--- config.mk ---
export PLATFORM = sky130hd
export DESIGN_NAME = bypass_source
export DESIGN_NICKNAME = d
export VERILOG_FILES = /design/src/rtl/bypass_source_pkg.sv /design/src/rtl/bypass_source_fwd_stage_reg.sv /design/src/rtl/bypass_source.sv
export SDC_FILE = /design/constraint.sdc
export NUM_CORES = 1
export LEC_CHECK = 0
export ABC_AREA = 0
export CORE_AREA = 2 2 154 156
export CTS_CLUSTER_DIAMETER = 150
export DETAILED_ROUTE_END_ITERATION = 10
export DIE_AREA = 0 0 156 158
export PLACE_DENSITY_LB_ADDON = 0.05
export SETUP_SLACK_MARGIN = 0.02
export SLEW_MARGIN = 25
export SYNTH_ARGS = -nofsm -noshare
export SYNTH_HDL_FRONTEND = slang
export SYNTH_HIERARCHICAL = 1
export SYNTH_SLANG_ARGS = --single-unit
--- constraint.sdc ---
create_clock -name clk -period 5.6 [get_ports clk]
set_clock_uncertainty 0.05 [all_clocks]
set_input_delay 1.68 -clock clk [delete_from_list [all_inputs] [get_ports clk]]
set_output_delay 1.68 -clock clk [all_outputs]
set_load 0.1 [all_outputs]
--- src/rtl/bypass_source_pkg.sv ---
// Shared pipeline types for the dual-issue forwarding source.
// Issue, execute-bypass and stage payloads plus slot/stage constants.
package bypass_source_pkg;

   localparam int unsigned NUM_SLOTS  = 2;
   localparam int unsigned NUM_STAGES = 3;
   localparam int unsigned STAGE_E    = 0;
   localparam int unsigned STAGE_M1   = 1;
   localparam int unsigned STAGE_M2   = 2;
   localparam int unsigned DATA_W     = 32;
   localparam int unsigned CREG_W     = 5;
   localparam int unsigned LOADS_W    = 3;

   typedef logic [CREG_W-1:0] creg_addr_t;

   typedef struct packed {
      logic       valid;
      logic       regwrite;
      logic       memtoreg;
      creg_addr_t rdst;
   } fwd_issue_t;

   typedef struct packed {
      creg_addr_t rdst;
      logic       regwrite;
   } bypass_execute_t;

   typedef struct packed {
      logic              regwrite;
      logic              memtoreg;
      creg_addr_t        rdst;
      logic [DATA_W-1:0] data;
   } bypass_input_t;

   typedef bypass_input_t [NUM_SLOTS-1:0] stage_slots_t;

   // Number of slots in a stage carrying a load.
   function automatic logic [LOADS_W-1:0] count_loads(input stage_slots_t slots);
      logic [LOADS_W-1:0] cnt;
      cnt = '0;
      for (int i = 0; i < NUM_SLOTS; i++) begin
         cnt = cnt + LOADS_W'(slots[i].memtoreg);
      end
      return cnt;
   endfunction

endpackage

--- src/rtl/bypass_source_fwd_stage_reg.sv ---
// One pipeline stage register holding both issue slots.
// Priority: reset, then hold, then clear (bubble), then load.
module fwd_stage_reg
   import bypass_source_pkg::*;
(
   input  logic         clk,
   input  logic         reset,
   input  logic         hold,
   input  logic         clear,
   input  stage_slots_t load_in,
   output stage_slots_t slots_out
);

   stage_slots_t slots_d;
   stage_slots_t slots_q;

   always_comb begin
      slots_d = slots_q;
      if (!hold) begin
         slots_d = clear ? '0 : load_in;
      end
   end

   always_ff @(posedge clk) begin
      if (reset) begin
         slots_q <= '0;
      end else begin
         slots_q <= slots_d;
      end
   end

   assign slots_out = slots_q;

endmodule

--- src/rtl/bypass_source.sv ---
// Tracks destination/control of the dual-issue pair through E, M1 and M2
// and presents per-stage bypass sources plus an in-flight load count.
module bypass_source
   import bypass_source_pkg::*;
(
   input  logic                                clk,
   input  logic                                reset,
   input  logic                                stall,
   input  logic                                flush,
   input  fwd_issue_t [NUM_SLOTS-1:0]          issue_in,
   input  logic [NUM_SLOTS-1:0][DATA_W-1:0]    exe_result,
   input  logic [NUM_SLOTS-1:0][DATA_W-1:0]    mem_data,
   output bypass_execute_t [NUM_SLOTS-1:0]     dataEnxt_out,
   output bypass_input_t [NUM_SLOTS-1:0]       dataE_out,
   output bypass_input_t [NUM_SLOTS-1:0]       dataM1_out,
   output bypass_input_t [NUM_SLOTS-1:0]       dataM2_out,
   output logic [LOADS_W-1:0]                  loads_inflight
);

   stage_slots_t            stage_in [NUM_STAGES];
   stage_slots_t            stage_q  [NUM_STAGES];
   logic [NUM_STAGES-1:0]   stage_clear;
   logic [LOADS_W-1:0]      loads_enter;
   logic [LOADS_W-1:0]      loads_leave;
   logic [LOADS_W-1:0]      loads_d;
   logic [LOADS_W-1:0]      loads_q;
   logic                    e_data_unused;

   for (genvar s = 0; s < NUM_STAGES; s++) begin : g_stage
      fwd_stage_reg u_stage (
         .clk       (clk),
         .reset     (reset),
         .hold      (stall),
         .clear     (stage_clear[s]),
         .load_in   (stage_in[s]),
         .slots_out (stage_q[s])
      );
   end

   // Stage inputs and bypass outputs; r0 never reports a write.
   always_comb begin
      stage_clear          = '0;
      stage_clear[STAGE_E] = flush;
      stage_in[STAGE_E]    = '0;
      stage_in[STAGE_M1]   = '0;
      stage_in[STAGE_M2]   = '0;
      dataEnxt_out         = '0;
      dataE_out            = '0;
      dataM1_out           = '0;
      dataM2_out           = '0;
      e_data_unused        = 1'b0;
      for (int i = 0; i < NUM_SLOTS; i++) begin
         dataEnxt_out[i].rdst     = issue_in[i].rdst;
         dataEnxt_out[i].regwrite = issue_in[i].valid & issue_in[i].regwrite &
                                    (issue_in[i].rdst != '0) & ~flush;

         stage_in[STAGE_E][i].regwrite = issue_in[i].valid & issue_in[i].regwrite &
                                         (issue_in[i].rdst != '0);
         stage_in[STAGE_E][i].memtoreg = issue_in[i].valid & issue_in[i].memtoreg;
         stage_in[STAGE_E][i].rdst     = issue_in[i].rdst;

         stage_in[STAGE_M1][i]      = stage_q[STAGE_E][i];
         stage_in[STAGE_M1][i].data = exe_result[i];
         stage_in[STAGE_M2][i]      = stage_q[STAGE_M1][i];

         dataE_out[i]      = stage_q[STAGE_E][i];
         dataE_out[i].data = exe_result[i];
         dataM1_out[i]     = stage_q[STAGE_M1][i];

         // Loads resolve in M2: the value comes from memory, no further stall.
         dataM2_out[i]          = stage_q[STAGE_M2][i];
         dataM2_out[i].memtoreg = 1'b0;
         dataM2_out[i].data     = stage_q[STAGE_M2][i].memtoreg ? mem_data[i]
                                                                : stage_q[STAGE_M2][i].data;

         e_data_unused = e_data_unused ^ (^stage_q[STAGE_E][i].data);
      end
   end

   always_comb begin
      loads_enter = flush ? '0 : count_loads(stage_in[STAGE_E]);
      loads_leave = count_loads(stage_q[STAGE_M2]);
      loads_d     = loads_q;
      if (!stall) begin
         loads_d = loads_q + loads_enter - loads_leave;
      end
   end

   always_ff @(posedge clk) begin
      if (reset) begin
         loads_q <= '0;
      end else begin
         loads_q <= loads_d;
      end
   end

   assign loads_inflight = loads_q;

endmodule

Word level (Yosys, flattened, before mapping)
Cells that the tools add are included.

word-level totals
  bits in read-only memories = 0
  output and inout port bits = 249
  memories kept = 0
  word-level logic and storage cells = 42
  bits in writable memories = 0
  input bits = 148
  bits in latches = 0
  register bits = 173

cells by class
  divide/modulo/power cells = 0
  add/subtract/negate cells = 4
  bitwise operators = 9
  reductions and logical operators = 2
  order comparisons = 0
  mux-type cells = 4
  shift operators = 0
  $mul = 0
  eq/ne operators = 0

operators with widths
  operator            number
  $mux W78            1
  $mux W32            2
  $reduce_bool A5 Y1  2
  $and A1 B1 Y1       8
  $add A1 B1 Y2       2
  $add A3 B2 Y3       1
  $sub A3 B2 Y3       1
  $mux W2             1
  $not A1 Y1          1

Longest topological paths before layout
Gate-level depths: netlist of run 1.

  depth after elaboration = 5
  gate-level depth with buffers = 11
  depth with buffers taken out = 11

Hierarchy
The synthesis of run 1 kept the hierarchy.

modules (own cells, without submodules)
  module         cells each  sequential area each (um2)  area each (um2)  instances
  fwd_stage_reg  348         1561.5                      3214.3           3
  bypass_source  181         60.1                        1634.1           1

Worst setup path after synthesis of run 1
Ideal clock, no wire load.

  path kind = in2out
  start = input issue_in[1] (netlist bit)
  end = output dataEnxt_out[0] (netlist bit)
  setup slack = 1.315 ns
  path buffers = 0
  arrival = 2.555 ns
  data required time = 3.870 ns
  stages = 3
  cells stage by stage = or3_1 -> o311a_1 -> nor2b_4

RTL lines
  item         RTL line             RTL
  from (decl)  bypass_source.sv:10  input fwd_issue_t [NUM_SLOTS-1:0] issue_in,
  to (decl)    bypass_source.sv:13  output bypass_execute_t [NUM_SLOTS-1:0] dataEnxt_out,

==> flow_summary.toml, run 1 <==
[synthesis]
yosys_warnings = 6
synth_area_um2 = 8690
syn_inst = 951
syn_area_per_cell_um2 = 9.14

[power_and_ir_drop]
power_mw = 3.21
switching_share = 0.353
p_seq_frac = 0.400
pwr_density_cell_nw_per_um2 = 262
power_frac_clock = 0.340
combPwrFrac = 0.260
p_leak_nw = 4.49
ir_drop_uv = 175
netSwitchingPower_mw = 1.13
p_int_mw = 2.08

[critical_path]
critical_path.max_stage_delay_ps = 440
cp.required_ps = 3870
critPathTopFamily = "buffers and inverters"
criticalPathCategory = "in2out"
crit_slowest_cell = "clkdlybuf4s50_1"
worst-path-buf-inv = 2
path_cells = "clkdlybuf4s50_1, or3_1, o311a_1, nor2b_4, buf_4"
reg2reg_slack_ps = 2710
worst_ep_arrival_time_ps = 3180
endpoint_kind = "output port"
cp_max_fo = 3
cp-start-kind = "input port"

[sta]
fin_setup_tns_ps = 0
max_freq_mhz = 204
final.min_clock_period_ps = 4910
setup_viol = 0
worstMarginPinSlew_ps = 1110
rsz0062_at_grt = "no"
post-route-period-util = 0.877
finalHoldViolCount = 0
fin_ws_ps = 691
maxSlewHeadroom = 0.256
slew_violations = 0
holdWs_ps = 426

[grt]
grt_use_total = 0.190
grt_pass1_vias = 6347
grt_max_degree = 115
antenna_found_initial = 0
grt_pass1_wl_mm = 36.5
grt-ovfl-total = 0

[placement]
hpwl_mm = 17.2
io_buffers = 394
gp_congestion = 0.745
dp_cells = 1478
dp_slack_ps = 687
placed_area_um2 = 11700

[floorplan]
dieArea_um2 = 24600
rows = 56
die_w_um = 156
io-pin-count = 397
die_h_um = 158
start_util = 0.377
core_um2 = 23100

[final_layout]
drive_gt1_frac = 0.255
layoutNonFillerInstCount = 1509
area_growth_pct = 40.7
diodes = 0
postLayoutCoreUtil = 0.530
nets = 1361
design_area_um2 = 12200

[cts]
clock_path_buffers = 2
htreeDepth = 4
cts_tree = "built"
clk_latency_ps = 420
cts_buffers = 17
clk_pin_slew_ps = 60
ctsResizeCount = 0
cts_sinks = 173
ctsHoldBuffers = 0
root_buffer = "clkbuf_16"
postCtsSetupBuffers = 0

[drt]
vias = 7121
wire_per_inst_um = 16.3
drc = 0
drtPass1Iterations = 4
drt_wl_total_mm = 24.6
routed_via_density = 4.72
drtIter0Drc = 301
ant_nets = 0

[min_path]
hold_path_class = "reg2reg"

[status]
outcome = "complete, no violations"

[flow_run]
max-cap-violations = 0
-- power groups by stage --
stage | logic (mW) | clock network [mW] | registers, mW
6_report | 0.835 | 1.09 | 1.28
5_1_grt | 0.868 | 1.18 | 1.29
4_1_cts | 0.842 | 1.13 | 1.28
3_5_place_dp | 0.840 | 0 | 1.31
3_3_place_gp | 0.840 | 0 | 1.31
2_1_floorplan | 0.470 | 0 | 1.48
-- final cells by class --
type | count | area [µm²]
clock inverter | 13 | 108
fill | 2186 | 10800
timing repair buffer | 403 | 3690
inverter | 4 | 15.0
multi-input combinational | 608 | 4150
tap | 290 | 363
sequential | 173 | 3460
clock buffer | 18 | 429
-- worst reg2reg max path: stages, from the launching register on --
cell	delay, ps
dfxtp_2	890
ha_1	280
inv_1	50
fa_1	500
inv_1	50
fa_1	420
xnor2_1	150
or3_1	300
a21oi_1	140
-- layer usage --
metal / vias up / wire length (µm) / global-route usage / share of wire
met5: - / 0 / 0 / 0
met4: 0 / 357 / 0.0603 / 0.014
met3: 21 / 1670 / 0.0537 / 0.068
met2: 229 / 11700 / 0.306 / 0.47
met1: 3206 / 10900 / 0.246 / 0.44
li1: 3665 / - / - / -
-- registers in the layout, indices dropped and copies added, names as in the netlist --
| signal | flops |
|---|---|
| loads_inflight | 3 |
| g_stage.u_stage/slots_out | 170 |
-- worst paths after layout --
| check | startpoint | to | cells after the start |
|---|---|---|---|
| setup reg to reg | g_stage[2].u_stage/slots_out[76]$_SDFFE_PP0N_ | loads_inflight[2]$_SDFFE_PP0N_ | 8 |
| hold reg to reg | g_stage[2].u_stage/slots_out[53]$_SDFFE_PP0N_ | g_stage[2].u_stage/slots_out[53]$_SDFFE_PP0N_ | 2 |
| hold / removal | g_stage[2].u_stage/slots_out[53]$_SDFFE_PP0N_ | g_stage[2].u_stage/slots_out[53]$_SDFFE_PP0N_ | 2 |
| setup / recovery | issue_in[1] | dataEnxt_out[0] | 5 |
-- layout by cell type, fill, tap and decap left out, drive strengths merged --
| cell type | n |
|---|---|
| conb | 6 |
| or2 | 3 |
| xnor2 | 1 |
| clkdlybuf4s50 | 252 |
| nor2b | 3 |
| and2 | 2 |
| dfxtp | 173 |
| buf | 151 |
| nand2 | 170 |
| mux2i | 1 |
| nor2 | 3 |
| nand2b | 168 |
| inv | 10 |
| ha | 4 |
| clkbuf | 18 |
| a21oi | 5 |
| mux2 | 64 |
| clkinv | 6 |
| o21ai | 1 |
| or3 | 3 |
| o22ai | 167 |
| fa | 2 |
| clkinvlp | 1 |
| or3b | 3 |
| o311a | 2 |
Note: power is estimated with default switching activity, not from simulation.
==> run 2: changes to the inputs <==
--- a/config.mk
+++ b/config.mk
@@ -6,10 +6,10 @@
 export NUM_CORES = 1
 export LEC_CHECK = 0
 export ABC_AREA = 0
-export CORE_AREA = 2 2 154 156
+export CORE_AREA = 2 2 160 162
 export CTS_CLUSTER_DIAMETER = 150
 export DETAILED_ROUTE_END_ITERATION = 10
-export DIE_AREA = 0 0 156 158
+export DIE_AREA = 0 0 162 164
 export PLACE_DENSITY_LB_ADDON = 0.05
 export SETUP_SLACK_MARGIN = 0.02
 export SLEW_MARGIN = 25
@@ -17,3 +17,4 @@
 export SYNTH_HDL_FRONTEND = slang
 export SYNTH_HIERARCHICAL = 1
 export SYNTH_SLANG_ARGS = --single-unit
+export TNS_END_PERCENT = 1
==> constraint.sdc (replaced) <==
create_clock -name clk -period 4.58 [get_ports clk]
set_clock_uncertainty 0.05 [all_clocks]
set_input_delay 1.374 -clock clk [delete_from_list [all_inputs] [get_ports clk]]
set_output_delay 1.374 -clock clk [all_outputs]
set_load 0.1 [all_outputs]
==> flow_summary.toml, run 2 (synthesis gave the netlist of run 1 again) <==
[critical_path]
criticalPathCategory = "in2out"
reg2reg_slack_ps = 1600
critPathTopFamily = "buffers and inverters"
r2r_cells = 8
critical_path.max_stage_delay_ps = 460
cp_max_fo = 3
cp.required_ps = 3160
path_cells = "clkdlybuf4s50_1, or3_1, o311a_1, nor2b_4, buf_12"
crit_slowest_cell = "clkdlybuf4s50_1"
cp-start-kind = "input port"
worst_ep_arrival_time_ps = 2860
cp-endpoint = "dataEnxt_out[6]"
cp_num_cells = 5
rr_startpoint = "g_stage[2].u_stage/slots_out[76]$_SDFFE_PP0N_"
r2r-end = "loads_inflight[2]$_SDFFE_PP0N_"
startpoint = "issue_in[9]"
worst-path-buf-inv = 2
endpoint_kind = "output port"

[drt]
routed_via_density = 4.63
drc = 0
drtIter0Drc = 290
drt_wl_total_mm = 25.7
ant_nets = 0
vias = 7169
wire_per_inst_um = 16.6
drtPass1Iterations = 6

[cts]
cts_sinks = 173
clock_path_buffers = 2
root_buffer = "clkbuf_16"
cts_buffers = 17
postCtsSetupBuffers = 0
htreeDepth = 4
ctsResizeCount = 0
ctsHoldBuffers = 0
clk_pin_slew_ps = 60
clk_latency_ps = 430
cts_tree = "built"

[final_layout]
nets = 1359
area_growth_pct = 43.7
fillers = 2409
drive_gt1_frac = 0.255
layoutNonFillerInstCount = 1548
largest_reg_flops = 170
diodes = 0
mostFrequentLayoutCell = "clkdlybuf4s50_1"
layout_common_cells = "252 x clkdlybuf4s50_1, 171 x dfxtp_1, 170 x nand2_1"

[sta]
final.min_clock_period_ps = 4290
rsz0062_at_grt = "no"
finalHoldViolCount = 0
maxSlewHeadroom = 0.280
slew_violations = 0
max_freq_mhz = 233
setup_viol = 0
fin_setup_tns_ps = 0
post-route-period-util = 0.936
worstMarginPinSlew_ps = 1080

[grt]
grt_pass1_vias = 6712
grt-ovfl-total = 0
grt_max_degree = 137
grt_use_total = 0.186
antenna_found_initial = 0
grt_pass1_wl_mm = 38.4

[floorplan]
io-pin-count = 397
die_w_um = 162
core_um2 = 24800
die_h_um = 164
rows = 58
start_util = 0.350
dieArea_um2 = 26600

[placement]
dp_cells = 1516
gp_congestion = 0.736
hpwl_mm = 17.8
io_buffers = 394

[power_and_ir_drop]
ir_drop_uv = 180
pwr_density_cell_nw_per_um2 = 322
p_leak_nw = 4.54

[min_path]
hold_path_class = "reg2reg"

[flow_run]
max-cap-violations = 0

[status]
outcome = "complete, no violations"
run 2: cell count changes in the layout (fill, tap and decap cells not counted):
cell,change
clkbuf_8,+1
clkinvlp_4,+1
buf_4,-17
inv_6,-1
dfxtp_2,+1
buf_12,+15
bufinv_16,+1
dfxtp_1,-1
clkinv_2,-1
run 2: report_power, final:
group / switching, mW / total (mW) / internal [mW]
clock network: 0.639 / 1.42 / 0.776
registers: 0.0280 / 1.57 / 1.54
logic: 0.732 / 1.03 / 0.299
run 2: layout make-up:
type,count,area (µm²),area share
clock buffer,19,443,0.0355
clock inverter,13,131,0.0105
inverter,4,15.0,0.00120
multi-input combinational,608,4150,0.332
sequential,173,3470,0.278
tap,330,413,0.0331
timing repair buffer,401,3860,0.310
run 2: layer usage:
layer / vias to the layer above / GRT usage / wire (µm)
met3: 24 / 0.0561 / 1730
met2: 233 / 0.296 / 12000
met1: 3251 / 0.243 / 11500
met5: - / 0 / 0
met4: 0 / 0.0539 / 426
li1: 3661 / - / -
run 2: how the worst min path moves through the flow:
stage               slack [ps]  cells past startpoint                                            end                                           from
global placement           410                      2  g_stage[2].u_stage/slots_out[48]$_SDFFE_PP0N_  g_stage[2].u_stage/slots_out[48]$_SDFFE_PP0N_
CTS                        430                      2  g_stage[2].u_stage/slots_out[38]$_SDFFE_PP0N_  g_stage[2].u_stage/slots_out[38]$_SDFFE_PP0N_
floorplan                  390                      2  g_stage[2].u_stage/slots_out[70]$_SDFFE_PP0N_  g_stage[2].u_stage/slots_out[70]$_SDFFE_PP0N_
detailed placement         420                      2  g_stage[2].u_stage/slots_out[38]$_SDFFE_PP0N_  g_stage[2].u_stage/slots_out[38]$_SDFFE_PP0N_
finish                     420                      2  g_stage[2].u_stage/slots_out[31]$_SDFFE_PP0N_  g_stage[2].u_stage/slots_out[31]$_SDFFE_PP0N_
global route               440                      2  g_stage[2].u_stage/slots_out[52]$_SDFFE_PP0N_  g_stage[2].u_stage/slots_out[52]$_SDFFE_PP0N_
run 2: stage by stage:
step                area (µm²)  utilization  total power, mW  hold WS, ps  setup slack [ps]
detailed placement       11900        0.480             2.64          417               276
floorplan                 8710            -             2.38          394               907
CTS                      12500        0.503             4.07          427               273
global placement         11900        0.480             2.64          411               291
global route             12500        0.503             4.16          444               233
finish                   12500        0.503             4.02          425               295
run 2: worst reg2reg max path: stages, from the launching register on:
cell and delay [ps]:
dfxtp_2 960, ha_1 290, inv_1 60, fa_1 490, inv_1 50, fa_1 430
xnor2_1 150, or3_1 300, a21oi_1 140
